## config.mk

```make
export PLATFORM = sky130hd
export DESIGN_NAME = pe_pad_ctl
export DESIGN_NICKNAME = d
export VERILOG_FILES = /design/src/rtl/pe_pad_ctl.sv
export SDC_FILE = /design/constraint.sdc
export NUM_CORES = 1
export LEC_CHECK = 0
export ABC_AREA = 1
export CORE_MARGIN = 4
export CORE_UTILIZATION = 45
export CTS_CLUSTER_DIAMETER = 100
export DETAILED_ROUTE_END_ITERATION = 7
export MAX_ROUTING_LAYER = met4
export PLACE_DENSITY = 0.76
export SYNTH_ARGS = -nofsm -noshare
export SYNTH_HDL_FRONTEND = slang
export SYNTH_SLANG_ARGS = --single-unit
```

## constraint.sdc

```tcl
create_clock -name i_clk -period 3.6 [get_ports i_clk]
set_input_delay 1.08 -clock i_clk [delete_from_list [all_inputs] [get_ports i_clk]]
set_output_delay 1.08 -clock i_clk [all_outputs]
set_load 0.1 [all_outputs]
```

## src/rtl/pe_pad_ctl.sv

```systemverilog
// Pad sequencer for a 1-D convolution PE: loads input/weight pads over rdy/ack,
// walks output/tap indices to drive pad reads and MAC control, then hands off each psum.
module pe_pad_ctl #(
    parameter int unsigned IPAD_DEPTH = 12,
    parameter int unsigned WPAD_DEPTH = 12,
    parameter int unsigned AW         = 4,
    parameter int unsigned MAC_LAT    = 2
) (
    input  logic          i_clk,
    input  logic          i_rst,
    input  logic          i_start,
    input  logic [AW-1:0] i_ilen,
    input  logic [AW-1:0] i_flen,
    input  logic          i_Input_rdy,
    output logic          o_Input_ack,
    input  logic          i_Weight_rdy,
    output logic          o_Weight_ack,
    output logic          o_ipad_write,
    output logic [AW-1:0] o_ipad_waddr,
    output logic          o_wpad_write,
    output logic [AW-1:0] o_wpad_waddr,
    output logic          o_ipad_read,
    output logic [AW-1:0] o_ipad_raddr,
    output logic          o_wpad_read,
    output logic [AW-1:0] o_wpad_raddr,
    output logic          o_mac_first,
    output logic          o_mac_last,
    output logic          o_Psum_rdy,
    input  logic          i_Psum_ack,
    output logic          o_busy,
    output logic          o_done,
    output logic          o_err
);

    localparam int unsigned DW = (MAC_LAT > 1) ? $clog2(MAC_LAT) : 1;

    typedef enum logic [2:0] {
        S_IDLE,
        S_LOAD,
        S_COMPUTE,
        S_DRAIN,
        S_OUTPUT
    } state_t;

    state_t        r_state;
    logic [AW-1:0] r_ilen;
    logic [AW-1:0] r_flen;
    logic [AW-1:0] r_icnt;
    logic [AW-1:0] r_fcnt;
    logic [AW-1:0] r_o;
    logic [AW-1:0] r_k;
    logic [DW-1:0] r_dcnt;

    logic          r_input_ack;
    logic          r_weight_ack;
    logic          r_ipad_write;
    logic [AW-1:0] r_ipad_waddr;
    logic          r_wpad_write;
    logic [AW-1:0] r_wpad_waddr;
    logic          r_ipad_read;
    logic [AW-1:0] r_ipad_raddr;
    logic          r_wpad_read;
    logic [AW-1:0] r_wpad_raddr;
    logic          r_mac_first;
    logic          r_mac_last;
    logic          r_psum_rdy;
    logic          r_busy;
    logic          r_done;
    logic          r_err;

    logic          w_cfg_ok;
    logic          w_in_xfer;
    logic          w_wt_xfer;
    logic          w_psum_xfer;
    logic [AW-1:0] w_icnt_nx;
    logic [AW-1:0] w_fcnt_nx;
    logic          w_loaded;
    logic [AW-1:0] w_k_inc;
    logic [AW-1:0] w_o_inc;
    logic          w_last_tap;
    logic          w_last_out;
    logic          w_drain_end;

    // Config legality and handshake qualification, all from registered acks
    assign w_cfg_ok    = (i_flen != '0) && (i_flen <= i_ilen) &&
                         (32'(i_ilen) <= IPAD_DEPTH) && (32'(i_flen) <= WPAD_DEPTH);
    assign w_in_xfer   = (r_state == S_LOAD) && i_Input_rdy && r_input_ack;
    assign w_wt_xfer   = (r_state == S_LOAD) && i_Weight_rdy && r_weight_ack;
    assign w_psum_xfer = (r_state == S_OUTPUT) && i_Psum_ack && r_psum_rdy;

    assign w_icnt_nx   = w_in_xfer ? r_icnt + AW'(1) : r_icnt;
    assign w_fcnt_nx   = w_wt_xfer ? r_fcnt + AW'(1) : r_fcnt;
    assign w_loaded    = (w_icnt_nx == r_ilen) && (w_fcnt_nx == r_flen);
    assign w_k_inc     = r_k + AW'(1);
    assign w_o_inc     = r_o + AW'(1);
    assign w_last_tap  = (r_k == r_flen - AW'(1));
    assign w_last_out  = (r_o == r_ilen - r_flen);
    assign w_drain_end = (r_dcnt == DW'(MAC_LAT - 1));

    // State, counters and every output register; outputs reflect the state being entered
    always_ff @(posedge i_clk) begin
        if (i_rst) begin
            r_state      <= S_IDLE;
            r_ilen       <= '0;
            r_flen       <= '0;
            r_icnt       <= '0;
            r_fcnt       <= '0;
            r_o          <= '0;
            r_k          <= '0;
            r_dcnt       <= '0;
            r_input_ack  <= 1'b0;
            r_weight_ack <= 1'b0;
            r_ipad_write <= 1'b0;
            r_ipad_waddr <= '0;
            r_wpad_write <= 1'b0;
            r_wpad_waddr <= '0;
            r_ipad_read  <= 1'b0;
            r_ipad_raddr <= '0;
            r_wpad_read  <= 1'b0;
            r_wpad_raddr <= '0;
            r_mac_first  <= 1'b0;
            r_mac_last   <= 1'b0;
            r_psum_rdy   <= 1'b0;
            r_busy       <= 1'b0;
            r_done       <= 1'b0;
            r_err        <= 1'b0;
        end else begin
            r_ipad_write <= w_in_xfer;
            r_ipad_waddr <= w_in_xfer ? r_icnt : '0;
            r_wpad_write <= w_wt_xfer;
            r_wpad_waddr <= w_wt_xfer ? r_fcnt : '0;
            r_input_ack  <= 1'b0;
            r_weight_ack <= 1'b0;
            r_ipad_read  <= 1'b0;
            r_ipad_raddr <= '0;
            r_wpad_read  <= 1'b0;
            r_wpad_raddr <= '0;
            r_mac_first  <= 1'b0;
            r_mac_last   <= 1'b0;
            r_psum_rdy   <= 1'b0;
            r_busy       <= 1'b1;
            r_done       <= 1'b0;
            r_err        <= 1'b0;

            case (r_state)
                S_IDLE: begin
                    r_busy <= 1'b0;
                    if (i_start) begin
                        if (w_cfg_ok) begin
                            r_state      <= S_LOAD;
                            r_ilen       <= i_ilen;
                            r_flen       <= i_flen;
                            r_icnt       <= '0;
                            r_fcnt       <= '0;
                            r_o          <= '0;
                            r_k          <= '0;
                            r_dcnt       <= '0;
                            r_input_ack  <= 1'b1;
                            r_weight_ack <= 1'b1;
                            r_busy       <= 1'b1;
                        end else begin
                            r_err <= 1'b1;
                        end
                    end
                end

                S_LOAD: begin
                    r_icnt <= w_icnt_nx;
                    r_fcnt <= w_fcnt_nx;
                    if (w_loaded) begin
                        r_state      <= S_COMPUTE;
                        r_o          <= '0;
                        r_k          <= '0;
                        r_ipad_read  <= 1'b1;
                        r_wpad_read  <= 1'b1;
                        r_mac_first  <= 1'b1;
                        r_mac_last   <= (r_flen == AW'(1));
                    end else begin
                        r_input_ack  <= (w_icnt_nx < r_ilen);
                        r_weight_ack <= (w_fcnt_nx < r_flen);
                    end
                end

                S_COMPUTE: begin
                    if (w_last_tap) begin
                        r_state <= S_DRAIN;
                        r_dcnt  <= '0;
                    end else begin
                        r_k          <= w_k_inc;
                        r_ipad_read  <= 1'b1;
                        r_wpad_read  <= 1'b1;
                        r_ipad_raddr <= r_o + w_k_inc;
                        r_wpad_raddr <= w_k_inc;
                        r_mac_last   <= (w_k_inc == r_flen - AW'(1));
                    end
                end

                S_DRAIN: begin
                    if (w_drain_end) begin
                        r_state    <= S_OUTPUT;
                        r_psum_rdy <= 1'b1;
                    end else begin
                        r_dcnt <= r_dcnt + DW'(1);
                    end
                end

                S_OUTPUT: begin
                    if (!w_psum_xfer) begin
                        r_psum_rdy <= 1'b1;
                    end else if (w_last_out) begin
                        r_state <= S_IDLE;
                        r_done  <= 1'b1;
                        r_busy  <= 1'b0;
                    end else begin
                        // Next output window starts at tap 0 of the shifted input slice
                        r_state      <= S_COMPUTE;
                        r_o          <= w_o_inc;
                        r_k          <= '0;
                        r_ipad_read  <= 1'b1;
                        r_wpad_read  <= 1'b1;
                        r_ipad_raddr <= w_o_inc;
                        r_mac_first  <= 1'b1;
                        r_mac_last   <= (r_flen == AW'(1));
                    end
                end

                default: begin
                    r_state <= S_IDLE;
                    r_busy  <= 1'b0;
                end
            endcase
        end
    end

    assign o_Input_ack  = r_input_ack;
    assign o_Weight_ack = r_weight_ack;
    assign o_ipad_write = r_ipad_write;
    assign o_ipad_waddr = r_ipad_waddr;
    assign o_wpad_write = r_wpad_write;
    assign o_wpad_waddr = r_wpad_waddr;
    assign o_ipad_read  = r_ipad_read;
    assign o_ipad_raddr = r_ipad_raddr;
    assign o_wpad_read  = r_wpad_read;
    assign o_wpad_raddr = r_wpad_raddr;
    assign o_mac_first  = r_mac_first;
    assign o_mac_last   = r_mac_last;
    assign o_Psum_rdy   = r_psum_rdy;
    assign o_busy       = r_busy;
    assign o_done       = r_done;
    assign o_err        = r_err;

endmodule

```

# Word-level counts from Yosys, hierarchy flattened
# Index checks and enable logic that the tools add are counted.
[totals]
register_bits = 55
input_bits = 14
wordCells = 144
[op_classes]
add_sub_neg = 8
magnitude_cmp = 5
n_eq_ne = 18
muxes = 55
bitwise_logic = 7
n_reduce_logical = 28
[ops]
columns = ["cell", "count"]
rows = [
  ["$mux 4", 13],
  ["$pmux 4 s2", 3],
  ["$mux 1", 21],
  ["$eq 4x4->1", 5],
  ["$mux 3", 6],
  ["$add 4x1->4 const B", 4],
  ["$ne 2x2->1 const B", 8],
  ["$pmux 4 s4", 1],
  ["$pmux 3 s5", 1],
  ["$pmux 1 s3", 4],
  ["$pmux 4 s3", 1],
  ["$reduce_and 6->1", 2],
  ["$reduce_or 3->1", 4],
  ["$logic_and 1x1->1", 10],
  ["$le 4x4->1 const B", 2],
  ["$lt 4x4->1", 2],
  ["$pmux 1 s2", 4],
  ["$reduce_bool 4->1", 2],
  ["$not 1->1", 7],
  ["$reduce_and 7->1", 1],
  ["$eq 3x2->1 const B", 2],
  ["$reduce_and 3->1", 2],
  ["$reduce_bool 3->1", 2],
  ["$add 4x4->4", 1],
  ["other kinds (12)", 13],
]

# Logic depth before layout (Yosys ltp)
[logic_depth]
word_depth = 8
ltp_mapped = 19
mapped_depth_nobuf = 19

# Worst setup path after synthesis
# Ideal clock, no wire load.
[synth_timing]
path_type = "input to register"
from = "in i_Weight_rdy"
to = "reg r_o[0]"
setup_ns = 0.113
t_arrival_ns = 2.721
required_time_ns = 3.487
setup_slack_ns = 0.766
path_stages = 17
n_path_buf = 0
path_cell_list = "nand3_1 -> inv_2 -> nand2_1 -> xor2_1 -> inv_1 -> ha_1 -> nand2_1 -> nor2_1 -> nand4_1 -> nand2_1 -> inv_1 -> nor2_1 -> nand2_2 -> nor2_4 -> nand3_1 -> nand2_1 -> nor2_1"
[synth_between]
elab_chain_cells = 7
[synth_lines]
columns = ["element", "line", "source"]
rows = [
  ["start: declaration", "16", "input logic i_Weight_rdy,"],
  ["$logic_and 1x1->1 (2 in a row)", "88", "assign w_wt_xfer = (r_state == S_LOAD) && i_Weight_rdy && r_weight_ack;"],
  ["$mux 4", "92", "assign w_fcnt_nx = w_wt_xfer ? r_fcnt + AW'(1) : r_fcnt;"],
  ["$eq 4x4->1", "93", "assign w_loaded = (w_icnt_nx == r_ilen) && (w_fcnt_nx == r_flen);"],
  ["$logic_and 1x1->1", "93", ""],
  ["$ne 2x2->1 (no line)", "-", ""],
  ["$reduce_and 6->1 (no line)", "-", ""],
  ["end signal: assignment", "217", "r_o <= w_o_inc;"],
  ["end: declaration", "50", "logic [AW-1:0] r_o;"],
]
# No other way between the ends.
# A chain may end at the register's enable or synchronous reset.

# Worst setup path after layout
[layout_timing]
from = "in i_Weight_rdy"
to = "reg r_k[2]"
[layout_between]
elab_chain_cells = 7
[layout_lines]
columns = ["element", "line", "source"]
rows = [
  ["$logic_and 1x1->1 (2 in a row)", "88", ""],
  ["$mux 4", "92", ""],
  ["$eq 4x4->1", "93", ""],
  ["$logic_and 1x1->1", "93", ""],
  ["$ne 2x2->1 (no line)", "-", ""],
  ["$reduce_and 7->1 (no line)", "-", ""],
  ["end signal: assignment", "189", "r_k <= w_k_inc;"],
  ["end: declaration", "51", "logic [AW-1:0] r_k;"],
]
# No other way between the ends.

==> impl_metrics.yaml <==
setup_path:
  cp_max_fo: 8
  timing.setup.critical_path_class: "input port to flip-flop"
  critical_path_end_type: "flip-flop"
  critPathLaunchType: "input port"
  critical_path_arrival_ps: 3510
  worst_ep_required_time_ps: 3810
synthesis:
  synth.net_count: 469
  synth-edff-count: 0
  synth_cell_type_count: 35
  ys_ff_latch: 55
  dominant_synthesized_flop_cell: "sky130_fd_sc_hd__dfxtp_1"
  asyncSetResetFlopFracSynth_pct: 0
  netlist_area_um2: 3060
  count_of_warnings_emitted_by_yosys: 0
  syn-instance-count: 429
  synthesis.area_per_instance_um2: 7.13
  sequential_share_of_the_synthesized_area_pct: 36.0
timing:
  clock_skew_ps: 7.93
  worst-slew-pin-transition_ps: 520
  setup_total_negative_slack_ps: 0
  drv_slew: 0
  timing.final.setup_violations: 0
  post-route-period-util_pct: 91.5
  grt_setup_unrepaired: "no"
  layout_setup_ws_ps: 305
  relSlewSlack_pct: 65.2
  final_hold_slack_ps: 473
  final_hold_viol_count: 0
  timing_limited_maximum_frequency_ghz: 0.303
  min_tclk_post_route_ps: 3300
global_routing:
  grt_antenna_before_repair: 0
  grt_max_degree: 28
  grt_pass1_wl_mm: 11.8
  grtUsageTotal_pct: 17.5
  vias_in_the_first_global_route: 2711
  grt-ovfl-total: 0
floorplan:
  start_util_pct: 47.4
  die_width_um: 90.5
  boundaryPins: 42
  core_rows: 29
  die-height_um: 90.5
  floorplan.die_area_um2: 8180
  core_area_um2: 6460
layout:
  final_core_util_pct: 55.2
  most-common-layout-cells: "sky130_fd_sc_hd__nand2_1 (95), sky130_fd_sc_hd__inv_1 (58), sky130_fd_sc_hd__nor2_1 (55), sky130_fd_sc_hd__dfxtp_1 (55), sky130_fd_sc_hd__nand3_1 (33)"
  final.fill_count: 613
  design.final.nets: 512
  layout-area-overhead-vs-synth_pct: 16.6
  layout.cells.most_common: "sky130_fd_sc_hd__nand2_1"
  post_route_cells_drive_above_1_share_pct: 11.6
  final_antenna_diode_count: 0
  final_design_area_no_fill_um2: 3570
clock_network:
  cts_max_level: 2
  clk_root_buffer_cell: "sky130_fd_sc_hd__clkbuf_8"
  clock-sinks: 55
  tritoncts.num_buffers: 5
  post_cts.repair.setup_buffers: 0
  holdBufCountCts: 0
  clock_latency_at_the_later_pin_of_the_worst_skew_pair_ps: 310
  clock_path_buffers: 2
  cts_resized: 0
  cts_tree: "yes"
  path_clk_slew_ps: 100
placement:
  dp_hpwl_mm: 5.08
  detailed_place.area_um2: 3470
  placement.io_buffers: 41
  dpl_worst_slack_ps: 33.9
  final_weighted_congestion_of_routability_driven_global_placement: 0.886
power_and_ir_drop:
  power_per_cell_area_nw_per_um2: 711
  cellLeakagePower_nw: 1.68
  peakVddDrop_v: 0.000235
drt:
  detailedRoute.firstIterationViolations: 123
  postRouteAntennaNets: 0
  detail_route.first_pass.iterations: 4
  drt_drc_violations_left: 0
  drt-total-wl_mm: 6.57
  num_vias: 2767
  route.detailed.vias_per_inst: 5.03
  route.detailed.wl_per_inst_um: 11.9
outcome:
  status: "complete, no violations"
flow_run:
  maxCapViolCount: 0
min_path:
  holdCritPathClass: "flip-flop to flip-flop"
[Yosys cell counts, types with 2 or more instances]
cell / n / area [um^2]
sky130_fd_sc_hd__xor2_1: 12 / 105
sky130_fd_sc_hd__nand3_1: 33 / 165
sky130_fd_sc_hd__nor2_1: 55 / 206
sky130_fd_sc_hd__a21oi_1: 32 / 160
sky130_fd_sc_hd__buf_4: 3 / 22.5
sky130_fd_sc_hd__or2_2: 5 / 31.3
sky130_fd_sc_hd__nor3_1: 2 / 10.0
sky130_fd_sc_hd__nor2_4: 2 / 22.5
sky130_fd_sc_hd__nand2_1: 95 / 357
sky130_fd_sc_hd__nand3b_1: 4 / 30.0
sky130_fd_sc_hd__o22ai_1: 2 / 12.5
sky130_fd_sc_hd__xnor2_1: 2 / 17.5
sky130_fd_sc_hd__dfxtp_1: 55 / 1100
sky130_fd_sc_hd__clkbuf_1: 2 / 7.51
sky130_fd_sc_hd__ha_1: 24 / 300
sky130_fd_sc_hd__fa_1: 2 / 40.0
sky130_fd_sc_hd__or2_1: 2 / 12.5
sky130_fd_sc_hd__inv_1: 58 / 218
sky130_fd_sc_hd__buf_2: 2 / 10.0
sky130_fd_sc_hd__o2111ai_1: 2 / 17.5
sky130_fd_sc_hd__o21ai_0: 13 / 65.1
sky130_fd_sc_hd__nand4_1: 5 / 31.3
sky130_fd_sc_hd__inv_2: 5 / 18.8
[layout make-up]
class                           count  area, um^2  area share [%]
Timing Repair Buffer               43         355            9.96
Inverter                           64         240            6.73
Multi-Input combinational cell    303        1680            47.1
Clock inverter                      1        8.76           0.246
Tap cell                           77        96.3            2.70
Clock buffer                        7        86.3            2.42
Sequential cell                    55        1100            30.9
[cell families (layout without fill, tap and decap cells)]
family / count (synthesis) / after routing / synth area share, %
AO/OA/AOI/OAI: 56 / 56 / 10.2
XOR/XNOR: 14 / 14 / 4.01
adder cells (fa/ha/maj): 26 / 26 / 11.1
buffers and inverters: 71 / 115 / 9.16
flip-flops: 55 / 55 / 36.0
AND/OR/NAND/NOR: 207 / 207 / 29.6
[sequential cells by signal (all words and copies together) (netlist names), 3 cells and up]
name and count:
o_ipad_raddr 4, o_ipad_waddr 4, o_wpad_raddr 4, o_wpad_waddr 4, r_fcnt 4, r_flen 4
r_icnt 4, r_ilen 4, r_k 4, r_o 4, r_state 3
[power breakdown]
part,leakage [nW],total (mW),switching (mW),internal (mW)
registers,0.447,0.826,0.116,0.710
clock network,0.0484,0.355,0.197,0.158
logic,1.18,1.35,0.925,0.430
total,1.68,2.54,1.24,1.30
[worst max-delay path, stage by stage]
cell                              delay [ps]
sky130_fd_sc_hd__clkdlybuf4s50_1         460
sky130_fd_sc_hd__nand3_1                 100
sky130_fd_sc_hd__inv_2                   140
sky130_fd_sc_hd__nand2_1                  80
sky130_fd_sc_hd__xor2_1                  140
sky130_fd_sc_hd__inv_1                    70
sky130_fd_sc_hd__ha_1                    270
sky130_fd_sc_hd__nand2_1                  70
sky130_fd_sc_hd__nor2_1                  110
sky130_fd_sc_hd__nand4_1                 150
sky130_fd_sc_hd__nand2_1                  90
sky130_fd_sc_hd__inv_1                    70
sky130_fd_sc_hd__nor2_1                  170
sky130_fd_sc_hd__nand2_2                 100
sky130_fd_sc_hd__nor2_4                  180
sky130_fd_sc_hd__nand3_1                 100
sky130_fd_sc_hd__nand2_1                  70
sky130_fd_sc_hd__nor2_1                   50
[per-layer routing]
metal	track usage [%]	up-vias	wire (um)
li1	-	1453	-
met1	20.8	1243	3060
met2	29.2	64	3090
met3	4.00	7	341
met4	5.61	0	78
met5	-	-	0
[worst paths after layout]
| kind | start | endpoint | slack, ps | depth (start not counted) |
|---|---|---|---|---|
| worst min-delay path | r_fcnt[3]$_SDFFE_PP0P_ | o_wpad_waddr[3]$_SDFF_PP0_ | 470 | 2 |
| worst max register to register | r_state[2]$_SDFFE_PP0P_ | r_k[2]$_SDFFE_PP0P_ | 640 | 18 |
| worst min register to register | r_fcnt[3]$_SDFFE_PP0P_ | o_wpad_waddr[3]$_SDFF_PP0_ | 470 | 2 |
| worst max-delay path | i_Weight_rdy | r_k[2]$_SDFFE_PP0P_ | 300 | 18 |
[metrics by stage]
stage | cells | power, mW
detailed placement | 542 | 2.18
finish | 550 | 2.54
CTS | 550 | 2.54
floorplan | 429 | 1.88
global route | 550 | 2.75
global placement | 542 | 2.15
Note: power is estimated with default switching activity, not from simulation.
